File: src/rtl/plab5_mcore_mem_domain_arbiter.sv
// Two-domain (public/secure) arbiter for a shared domain-tagged test memory.
// Optional TDM slot arbitration is enabled by defining PLAB5_MCORE_MEM_ARB_TDM_EN.
module plab5_mcore_mem_domain_arbiter #(
    parameter int p_req_nbits       = 77,
    parameter int p_resp_nbits      = 47,
    parameter int p_max_outstanding = 4,
    parameter int p_slot_cycles     = 8
) (
    input  logic                    clk,
    input  logic                    reset,

    input  logic                    req0_val,
    output logic                    req0_rdy,
    input  logic [p_req_nbits-1:0]  req0_msg,

    input  logic                    req1_val,
    output logic                    req1_rdy,
    input  logic [p_req_nbits-1:0]  req1_msg,

    output logic                    memreq_val,
    input  logic                    memreq_rdy,
    output logic [p_req_nbits-1:0]  memreq_msg,
    output logic                    memreq_domain,

    input  logic                    memresp_val,
    output logic                    memresp_rdy,
    input  logic [p_resp_nbits-1:0] memresp_msg,
    input  logic                    memresp_domain,

    output logic                    resp0_val,
    input  logic                    resp0_rdy,
    output logic [p_resp_nbits-1:0] resp0_msg,

    output logic                    resp1_val,
    input  logic                    resp1_rdy,
    output logic [p_resp_nbits-1:0] resp1_msg,

    output logic                    domain_err
);

    localparam int DEPTH = p_max_outstanding;
    localparam int PTR_W = (DEPTH > 1) ? $clog2(DEPTH) : 1;
    localparam int CNT_W = $clog2(DEPTH + 1);

    logic [CNT_W-1:0] count_reg;
    logic [PTR_W-1:0] rd_ptr_reg;
    logic [PTR_W-1:0] wr_ptr_reg;
    logic             domain_err_reg;
    logic             trk_mem [DEPTH];

    logic full;
    logic empty;
    logic head;
    logic grant;
    logic gnt_val;
    logic can_issue;
    logic req_fire;
    logic resp_ok;
    logic resp_match;
    logic resp_mismatch;
    logic resp_fire;

    assign full  = (count_reg == CNT_W'(DEPTH));
    assign empty = (count_reg == '0);
    assign head  = trk_mem[rd_ptr_reg];

`ifdef PLAB5_MCORE_MEM_ARB_TDM_EN
    localparam int SLOT_W = (p_slot_cycles > 1) ? $clog2(p_slot_cycles) : 1;

    logic [SLOT_W-1:0] slot_cnt_reg;
    logic              slot_owner_reg;

    // Grant depends only on time, never on the other domain's activity.
    assign grant = slot_owner_reg;

    always_ff @(posedge clk) begin
        if (!reset) begin
            slot_cnt_reg   <= '0;
            slot_owner_reg <= 1'b0;
        end else if (slot_cnt_reg == SLOT_W'(p_slot_cycles - 1)) begin
            slot_cnt_reg   <= '0;
            slot_owner_reg <= ~slot_owner_reg;
        end else begin
            slot_cnt_reg   <= slot_cnt_reg + 1'b1;
        end
    end
`else
    logic prio_reg;

    always_comb begin
        if (req0_val && req1_val) grant = prio_reg;
        else                      grant = req1_val;
    end

    // Priority only moves on an accepted request, so a stalled grant is held.
    always_ff @(posedge clk) begin
        if (!reset)        prio_reg <= 1'b0;
        else if (req_fire) prio_reg <= ~grant;
    end
`endif

    always_comb begin
        gnt_val       = grant ? req1_val : req0_val;
        can_issue     = reset && !full && !domain_err_reg;
        memreq_val    = can_issue && gnt_val;
        memreq_msg    = grant ? req1_msg : req0_msg;
        memreq_domain = grant;
        req0_rdy      = can_issue && memreq_rdy && !grant;
        req1_rdy      = can_issue && memreq_rdy && grant;
    end

    // A response is only routed when its tag agrees with the tracked head.
    always_comb begin
        resp_ok       = reset && !domain_err_reg && !empty && memresp_val;
        resp_match    = resp_ok && (memresp_domain == head);
        resp_mismatch = resp_ok && (memresp_domain != head);
        resp0_val     = resp_match && !head;
        resp1_val     = resp_match && head;
        memresp_rdy   = resp_match && (head ? resp1_rdy : resp0_rdy);
        resp0_msg     = memresp_msg;
        resp1_msg     = memresp_msg;
    end

    assign req_fire   = memreq_val && memreq_rdy;
    assign resp_fire  = memresp_val && memresp_rdy;
    assign domain_err = domain_err_reg;

    always_ff @(posedge clk) begin
        if (!reset) begin
            count_reg      <= '0;
            rd_ptr_reg     <= '0;
            wr_ptr_reg     <= '0;
            domain_err_reg <= 1'b0;
        end else begin
            if (req_fire)
                wr_ptr_reg <= (wr_ptr_reg == PTR_W'(DEPTH - 1)) ? '0 : wr_ptr_reg + 1'b1;
            if (resp_fire)
                rd_ptr_reg <= (rd_ptr_reg == PTR_W'(DEPTH - 1)) ? '0 : rd_ptr_reg + 1'b1;
            if (req_fire && !resp_fire)
                count_reg <= count_reg + 1'b1;
            else if (!req_fire && resp_fire)
                count_reg <= count_reg - 1'b1;
            if (resp_mismatch)
                domain_err_reg <= 1'b1;
        end
    end

    always_ff @(posedge clk) begin
        if (req_fire)
            trk_mem[wr_ptr_reg] <= grant;
    end

endmodule

File: config.mk
export PLATFORM = sky130hd
export DESIGN_NAME = plab5_mcore_mem_domain_arbiter
export DESIGN_NICKNAME = d
export VERILOG_FILES = /design/src/rtl/plab5_mcore_mem_domain_arbiter.sv
export SDC_FILE = /design/constraint.sdc
export NUM_CORES = 1
export LEC_CHECK = 0
export ABC_AREA = 1
export BUFFER_PORTS_ARGS = -buffer_cell sky130_fd_sc_hd__buf_2
export CORE_AREA = 2 2 152 154
export DETAILED_ROUTE_END_ITERATION = 8
export DIE_AREA = 0 0 154 156
export PLACE_DENSITY = 0.47
export SYNTH_ARGS = -nofsm -noshare
export SYNTH_HDL_FRONTEND = slang
export SYNTH_SLANG_ARGS = --single-unit
File: constraint.sdc
create_clock -name clk -period 2 [get_ports clk]
set_clock_uncertainty 0.15 [all_clocks]
set_input_delay 0.4 -clock clk [delete_from_list [all_inputs] [get_ports clk]]
set_output_delay 0.4 -clock clk [all_outputs]
set_load 0.02 [all_outputs]
Word-level counts from Yosys, hierarchy flattened
Memory sizes are Yosys's and may differ from the RTL's. A register that Yosys moved wholly into a read port is not among the register bits.
Cells that the tools add are included.
{"block": "totals", "regBits": 9, "mem_bits_rw": 4, "input_bits": 210, "output_inout_bits": 179, "wordCells": 56, "memories": 1}
{"memory": "trk_mem", "depth": 4, "word_bits": 1, "read_ports": 1, "rd_ports_with_merged_regs": 1, "wr": 1, "line_no": "49", "source": "logic trk_mem [DEPTH];"}
{"block": "op_classes", "add_sub_neg": 4, "n_eq_ne": 5, "mux": 12, "bitwise": 1, "reduce_logical": 28}
{"cell": "$mux 77", "count": 1}
{"cell": "$logic_and 1x1->1", "count": 19}
{"cell": "$mux 2", "count": 4}
{"cell": "$logic_not 1->1", "count": 7}
{"cell": "$mux 3", "count": 2}
{"cell": "$mux 1", "count": 5}
{"cell": "$add 2x1->2 const B", "count": 2}
{"cell": "$eq 2x2->1 const B", "count": 2}
{"cell": "$add 3x1->3 const B", "count": 1}
{"cell": "$eq 3x3->1 const B", "count": 1}
{"cell": "$logic_not 3->1", "count": 1}
{"cell": "$sub 3x1->3 const B", "count": 1}
{"cell": "$reduce_bool 2->1", "count": 1}
{"cell": "$eq 1x1->1", "count": 1}
{"cell": "$ne 1x1->1", "count": 1}
{"cell": "$not 1->1", "count": 1}

Logic depth before layout (Yosys ltp)
Gate-level depths: netlist of the first run.
{"block": "logic_depth", "ltp_word": 10, "ltp_mapped": 14}

Least setup slack after synthesis of the first run
No wires, ideal clock.
{"block": "synth_timing", "kind": "input to register", "from": "input port reset", "to": "register count_reg[2]", "t_arrival_ps": 1904, "slack_ps": -176, "path_stages": 13, "n_path_buf": 0, "cell_sequence": "inv_2 > nor2_2 > nand2_2 > nor2_4 > nand2_4 > clkinv_2 > ha_1 > inv_1 > fa_1 > a21oi_1 > o21ai_0 > o21ai_0 > a21oi_1"}
{"block": "synth_via", "elab_cells_between_ends": 16, "classes_between": "1 x mux; 15 x reduce/logical"}
{"item": "from (decl)", "line_no": "10", "source": "input logic reset,"}
{"item": "$logic_and 1x1->1 (*) (2 in a row)", "line_no": "104", "source": "can_issue = reset && !full && !domain_err_reg;"}
{"item": "$logic_and 1x1->1 (*)", "line_no": "105", "source": "memreq_val = can_issue && gnt_val;"}
{"item": "named net memreq_val", "line_no": "20", "source": "output logic memreq_val,"}
{"item": "$logic_and 1x1->1 (*)", "line_no": "124", "source": "assign req_fire = memreq_val && memreq_rdy;"}
{"item": "named net req_fire", "line_no": "57", "source": "logic req_fire;"}
{"item": "$logic_not 1->1", "line_no": "141", "source": "else if (!req_fire && resp_fire)"}
{"item": "$logic_and 1x1->1", "line_no": "141"}
{"item": "$reduce_bool 2->1 (no source line)"}
{"item": "to (signal assigned)", "line_no": "140", "source": "count_reg <= count_reg + 1'b1;"}
{"item": "to (signal assigned)", "line_no": "142", "source": "count_reg <= count_reg - 1'b1;"}
{"item": "to (decl)", "line_no": "45", "source": "logic [CNT_W-1:0] count_reg;"}
The timed path passes the listed nets; every way through them passes the cells marked *.
A chain may end at the register's enable or synchronous reset.

Worst setup path after layout of the first run
{"block": "layout_timing", "from": "register prio_reg", "to": "output port memreq_msg[25]"}
{"block": "layout_via", "elab_chain_cells": 2}
{"item": "from (decl)", "line_no": "88", "source": "logic prio_reg;"}
{"item": "from (signal assigned)", "line_no": "98", "source": "else if (req_fire) prio_reg <= ~grant;"}
{"item": "$mux 1", "line_no": "91", "source": "if (req0_val && req1_val) grant = prio_reg;"}
{"item": "$mux 77", "line_no": "106", "source": "memreq_msg = grant ? req1_msg : req0_msg;"}
{"item": "to (decl)", "line_no": "22", "source": "output logic [p_req_nbits-1:0] memreq_msg,"}
Every way passes these cells.

==> results.md, run 1 <==
* Post-Syn Area per Cell at 5.58 um2
* Cell count after synthesis at 441
* Global-route wire length before repair at 14400 um
* Routed via count at 3103
* Clk pin slew, worst setup/hold paths at 0.05 ns
* Most frequent cell after synthesis: nand2_1
* Vias in the first global route at 2906
* CP delay by family, top: buffers and inverters
* Synth area leaders: nand2_1 37%, buf_4 29%, dfxtp_1 9.0%
* Port Buffers at 247
* Initial Utilization at 11.0%
* Worst min path class: register to register
* Worst Path Buf+Inv at 6
* Post-synth EDFFs at 4
* Worst EP arrival at 1.48 ns
* Die Y at 156 um
* Critical path peak fanout at 8
* Status: finished, violations left
* DRT iter0 DRCs at 99
* Tcrit/Tclk final at 102%
* Gr ovfl total at 0
* Syn Nets at 658
* Total CTS buffers at 3
* CP Launch Type: register
* Total Power at 1910 uW
* Largest net degree at the start of global routing at 31
* Num rows at 55
* Hold slack at 0.325 ns
* Fraction of registers with async set/reset at 0%
* Failing checks: setup timing
* Final ANT Viol Nets at 0
* Least-Margin Pin Slew at 0.196 ns
* Worst path cell trace: inv_2, a21oi_4, buf_12, inv_8, buf_12, buf_4, nand2_1, nand2_1, buf_2
* H-tree Lvls at 1
* Final Slew Violations at 0
* Maxcap violations at 0
* Die width at 154 um
* CTS sink cnt at 15
* PD cells at 442 nW/um2
* Final Critical Period at 2.03 ns
* RSZ-0062 raised after global routing: true
* Final Hold Fails at 0
* Final wirelength at 10500 um
* CTS tree: done
* #FFs+latches synth at 15
* CP max stage delay at 0.31 ns
* Layout Nets at 832
* Yosys cell types at 26
* Clk Tree Root Cell: clkbuf_16
* Avg WL per Cell at 11.7 um
* Pre-Repair DR Iteration Count at 4
* Area growth, synth to finish at 75.6%
* Worst vdd rail ir drop at 0.000242 V
* Longest Clk Path Bufs at 2
* Mapped Area at 2460 um2
* DR vias/cell at 3.45
* CP Data Required Time at 1.45 ns
* Final Setup Violations at 14
* Gpl congestion at 0.774
* Fillers at 2533
* Fin worst setup slack at -0.0319 ns
* Leak at 0.00244 uW
* Area leader, netlist: nand2_1
* Clk_lat worst skew at 0.25 ns
* Placed Instance Area at 3570 um2
* I/O Pins at 389
* Most instantiated cells after synthesis: 244 x nand2_1, 94 x buf_4, 19 x inv_1, 16 x nor2_1
* Sequential area share after synthesis at 13.8%
* Drc violations at 0
* CP max stage cell: dfxtp_2
* Total Routing Usage GR at 7.55%
* FMAX at 0.492 GHz
* Die area at 24000 um2
* Slew HR at 86.9%
* Post-DP HPWL at 8150 um
* Share of layout cells above drive strength 1 at 56.2%
* Syn. warnings at 0
* Top_reg_cell synth: dfxtp_1
* Yosys top cell area share at 37.2%
* Worst setup path class: register to primary output
* Initial antenna violation count at 0
* Core area at 22400 um2
* Design Area, Final at 4320 um2
* Crit path capture type: primary output
* Diodes inserted at 0
[layer usage]
metal / part of all wire, % / track usage (%) / vias to the layer above
li1: - / - / 1575
met1: 37 / 8.35 / 1306
met2: 50 / 13.8 / 216
met3: 13 / 3.31 / 6
met4: 0.32 / 0.757 / 0
met5: 0 / 0 / -
[path summary, 6_finish.rpt]
kind | startpoint | endpoint | slack (ns) | cells after the start
max reg2reg | trk_mem[1] | count_reg[1] | 0.01 | 11
max | prio_reg | memreq_msg[25] | -0.03 | 9
min reg2reg | prio_reg | prio_reg | 0.33 | 2
min | prio_reg | prio_reg | 0.33 | 2
[layout by cell type, fill, tap and decap left out, types with 2 or more instances in the layout]
master	instances
a21oi_1	4
buf_12	7
buf_16	4
buf_2	185
buf_4	35
buf_6	45
clkbuf_16	5
dfxtp_1	7
dfxtp_2	4
edfxtp_1	4
ha_1	5
inv_1	16
inv_2	2
nand2_1	211
nand2_2	34
nand3_2	5
nor2_1	15
nor2_4	3
o21ai_0	2
o21ai_1	2
[cell families (layout without fill, tap and decap cells)]
kind of cell	after synthesis	after routing	synth area share, %
adders and majority gates	7	7	3.87
buffers and inverters	132	305	34.8
xor gates and xnor gates	1	1	0.356
and+or+nand+nor	273	273	43.6
AOI/OAI and AO/OA	13	13	3.51
DFF	15	15	13.8
[tightest hold or removal path, delay by kind of cell (launching register included)]
kind	cells	cell delay (ns)
AO/OA/AOI/OAI	1	0.06
buffers and inverters	1	0.07
flip-flops	1	0.31
[what timing repair did]
item                       CTS  global route
hold buffers                 0             0
buffers inserted             2             2
pin swaps                   11             6
setup endpoints to repair   60            81
cloned                       3             2
resized for setup           40           130
[through the flow]
stage	worst slack [ns]	setup TNS, ns	util, %	cells
after floorplan	-0.0876	-0.0876	-	441
after global placement	-0.233	-1.09	16.0	886
after detailed placement	-0.224	-1.09	16.0	886
after CTS	-0.0732	-3.21	17.4	895
after global routing	-0.119	-4.59	19.3	899
final	-0.0319	-0.321	19.3	899
[report_power, final]
group	leakage, uW	total [uW]	internal [uW]	switching [uW]
Combinational	0.00227	1170	562	611
Clock	0.0000409	395	267	128
Sequential	0.000128	343	331	11.4
Total	0.00244	1910	1160	750
[area by class of cell]
type	instances	area [um2]	area share (%)
Multi-Input combinational cell	294	1420	32.8
Inverter	22	110	2.55
Clock buffer	3	75.1	1.74
Timing Repair Buffer	279	2010	46.5
Clock inverter	1	5.00	0.116
Sequential cell	15	345	7.99
Tap cell	285	357	8.25
Power figures use the tool's default switching activity.
==> inputs of run 2 (changes only) <==
- ABC_AREA: 1 -> not set
- CORE_AREA: 2 2 152 154 -> 2 2 149 151
- DIE_AREA: 0 0 154 156 -> 0 0 151 153
- PLACE_DENSITY: 0.47 -> 0.48
- clock period: 2 -> 1.8 ns (I/O delays scaled with it)
==> run 2 against run 1 <==
Net effect: the flow still finishes with violations (setup timing); combinational power is 26% higher; synthesized cell count shrank 43%; global-route usage grew 2.0 points; cell area grew 8.5%; utilization up 2.5 points; clock power grew 12%; non-clock buffer count grew 12; setup slack worse by 0.64 ns; worst hold slack improved by 0.024 ns; critical path depth unchanged.
==> results.md, run 2 <==
* Clk_lat worst skew at 0.25 ns (about the same)
* Internal at 1520 uW (was 1160 uW)
* Met3 Usage GRT at 3.85% (was 3.31%)
* Multi-input gate area at 1630 um2 (was 1420 um2)
* Reg area at 344 um2 (was 345 um2)
* Most frequent cell after synthesis: buf_4 (was nand2_1)
* H-tree Lvls at 1 (unchanged)
* RSZ-0062 raised after global routing: true (unchanged)
* Switch share at 34.5% (was 39.3%)
* Die Y at 153 um (was 156 um)
* Status: finished, violations left (unchanged)
* Routed via count at 2515 (was 3103)
* CP delay by family, top: adder cells (was buffers and inverters)
* Leak at 0.00244 uW (about the same)
* Least-Margin Pin Slew at 0.320 ns (was 0.196 ns)
* Cell count after synthesis at 253 (was 441)
* Syn Nets at 470 (was 658)
* Slew HR at 78.5% (was 86.9%)
* Worst vdd rail ir drop at 0.000319 V (was 0.000242 V)
* Most instantiated cells after synthesis: 95 x buf_4, 77 x mux2_2, 11 x dfxtp_1, 8 x buf_2, 8 x inv_1 (was 244 x nand2_1, 94 x buf_4, 19 x inv_1, 16 x nor2_1)
* Avg WL per Cell at 16.5 um (was 11.7 um)
* Sequential area share after synthesis at 14.1% (was 13.8%)
* Yosys cell types at 33 (was 26)
* Pre-Repair DR Iteration Count at 4 (unchanged)
* Logic pwr share at 64.1% (was 61.4%)
* M2 GR Usage at 16.2% (was 13.8%)
* Post-Syn Area per Cell at 9.57 um2 (was 5.58 um2)
* Final Critical Period at 2.48 ns
* Placed insts at 704 (was 886)
* Die area at 23100 um2 (was 24000 um2)
* Maxcap violations at 0 (unchanged)
* Final Setup Violations at 94 (was 14)
* Final Hold Fails at 0 (unchanged)
* Syn. warnings at 0 (unchanged)
* Top_reg_cell synth: dfxtp_1 (unchanged)
* Final Non-Filler Cells at 727 (was 899)
* Post-DP HPWL at 9730 um (was 8150 um)
* FF-to-FF setup slack at -0.68 ns (was 0.01 ns)
* PD cells at 494 nW/um2 (was 442 nW/um2)
* Top Usage Layer GRT: met2 (unchanged)
* Tcrit/Tclk final at 138%
* Area growth, synth to finish at 93.6% (was 75.6%)
* CTS tree: done (unchanged)
* Fin worst setup slack at -0.676 ns (was -0.0319 ns)
* Vias in the first global route at 2632 (was 2906)
* DR vias/cell at 3.46 (was 3.45)
* Area leader, netlist: mux2_2 (was nand2_1)
* Mapped Area at 2420 um2 (was 2460 um2)
* Worst Path Buf+Inv at 1 (was 6)
* Num rows at 54 (was 55)
* #FFs+latches synth at 15 (unchanged)
* Core area at 21500 um2 (was 22400 um2)
* Gpl congestion at 0.731 (was 0.774)
* Layout Nets at 663 (was 832)
* CP max stage cell: mux4_2 (was dfxtp_2)
* Clock network power share at 19.1% (was 20.7%)
* Worst path cell trace: mux4_2, and3_4, o21ai_4, ha_4, inv_2, fa_2, xor2_1, or3_1, a21boi_1 (was inv_2, a21oi_4, buf_12, inv_8, buf_12, buf_4, nand2_1, nand2_1, buf_2)
* FMAX at 0.404 GHz
* Crit path capture type: register (was primary output)
* Worst setup path class: register to register (was register to primary output)
* Final wirelength at 12000 um (was 10500 um)
* CP Data Required Time at 1.83 ns (was 1.45 ns)
* Final Slew Violations at 0 (unchanged)
* Synth area leaders: mux2_2 36%, buf_4 29%, dfxtp_1 9.1% (was nand2_1 37%, buf_4 29%, dfxtp_1 9.0%)
* Longest Clk Path Bufs at 2 (unchanged)
* Fraction of registers with async set/reset at 0% (unchanged)
* Worst min path class: register to register (unchanged)
* Worst EP arrival at 2.50 ns (was 1.48 ns)
* CTS sink cnt at 15 (unchanged)
* Yosys top cell area share at 35.8% (was 37.2%)
* Initial Utilization at 11.3% (was 11.0%)
* Critical path peak fanout at 2 (was 8)
* Largest net degree at the start of global routing at 11 (was 31)
* CP Launch Type: register (unchanged)
* Met1 usage at 11.1% (was 8.35%)
* Most frequent cells in the layout: 175 x buf_2, 68 x buf_6, 64 x mux2_4 (was 211 x nand2_1, 185 x buf_2, 45 x buf_6)
* Global-route wire length before repair at 15800 um (was 14400 um)
* Register share of total power at 16.8% (was 17.9%)
* Gr ovfl total at 0 (unchanged)
* I/O Pins at 389 (unchanged)
* Failing checks: setup timing (unchanged)
* Final ANT Viol Nets at 0 (unchanged)
* Most common cell after layout, fill and taps aside: buf_2 (was nand2_1)
* Fillers at 2331 (was 2533)
* Initial antenna violation count at 6 (was 0)
* Die width at 151 um (was 154 um)
* Psw at 798 uW (was 750 uW)
* Drc violations at 0 (unchanged)
* Clk pin slew, worst setup/hold paths at 0.05 ns (about the same)
* Clk Tree Root Cell: clkbuf_16 (unchanged)
* Total CTS buffers at 3 (unchanged)
* CP max stage delay at 0.48 ns (was 0.31 ns)
* Post-place setup slack at -0.687 ns (was -0.224 ns)
* Post-synth EDFFs at 4 (unchanged)
* DRT iter0 DRCs at 54 (was 99)
* Share of layout cells above drive strength 1 at 88.8% (was 56.2%)
* Port Buffers at 247 (unchanged)
* Total Routing Usage GR at 9.55% (was 7.55%)
run 2: changes by cell type in the layout (fill, tap and decap cells not counted), moves of 11 or more:
cell,delta
nand2_1,-209
mux2_4,+64
nand2_2,-34
buf_6,+23
mux2_2,+13
nor2_1,-11
run 2: per-stage QoR:
step / utilization (%) / hold slack, ns / TNS [ns] / total power [uW] / area [um2]
6_report: 21.8 / 0.349 / -31.30 / 2310 / 4690
5_1_grt: 21.8 / 0.367 / -36.45 / 2440 / 4690
4_1_cts: 21.6 / 0.352 / -34.65 / 2310 / 4630
3_5_place_dp: 16.6 / 0.344 / -21.02 / 1450 / 3560
3_3_place_gp: 16.6 / 0.343 / -21.79 / 1450 / 3560
2_1_floorplan: - / 0.308 / -1.69 / 1260 / 2460
run 2: timing repair:
| action | 4_1_cts | 5_1_grt |
|---|---|---|
| hold buffers | 0 | 0 |
| endpoints found under the setup margin | 91 | 95 |
| resized for setup | 210 | 26 |
| setup buffers | 12 | 3 |
| pin swaps | 2 | 2 |
| gates cloned | 5 | 0 |
run 2: metal layers:
layer	share of wire, %	routed length, um
met3	11	1350
met5	0.27	32
met2	47	5670
met1	40	4760
met4	1.5	180
run 2: power by group through the flow:
stage / sequential, uW / clock (uW) / combinational (uW)
floorplan: 394 / 0 / 867
global placement: 390 / 0 / 1060
detailed placement: 392 / 0 / 1060
CTS: 386 / 454 / 1470
global route: 392 / 480 / 1570
finish: 389 / 442 / 1480
run 2: cell type report:
cell class              count  area share, %
flip-flops and latches     15           7.34
clock inverters             1          0.160
clock buffers               3           1.60
well taps                 280           7.47
diodes                      2          0.107
multi-input cells         127           34.7
inverters                   8          0.721
repair buffers            291           47.9
run 2: cells by family (layout without fill, tap and decap cells):
group                    after synthesis  in the layout  synth area share (%)
AO/OA/AOI/OAI                          7              7                  2.48
XOR/XNOR                               3              3                  1.09
adder cells (fa/ha/maj)                7              7                  3.93
buffers and inverters                111            303                  32.4
flip-flops                            15             15                  14.1
multiplexers                          83             83                  38.8
other                                  0              2                     0
AND/OR/NAND/NOR                       27             27                  7.29
run 2: tightest hold or removal path: stages, from the launching register on:
cell,delay (ns)
dfxtp_1,0.31
nand2_1,0.05
mux2i_1,0.07
run 2: path summary, 6_finish.rpt:
kind | to | depth (start not counted) | start
max reg2reg | count_reg[2] | 9 | trk_mem[2]
max | count_reg[2] | 9 | trk_mem[2]
min | rd_ptr_reg[1] | 2 | rd_ptr_reg[1]
min reg2reg | rd_ptr_reg[1] | 2 | rd_ptr_reg[1]
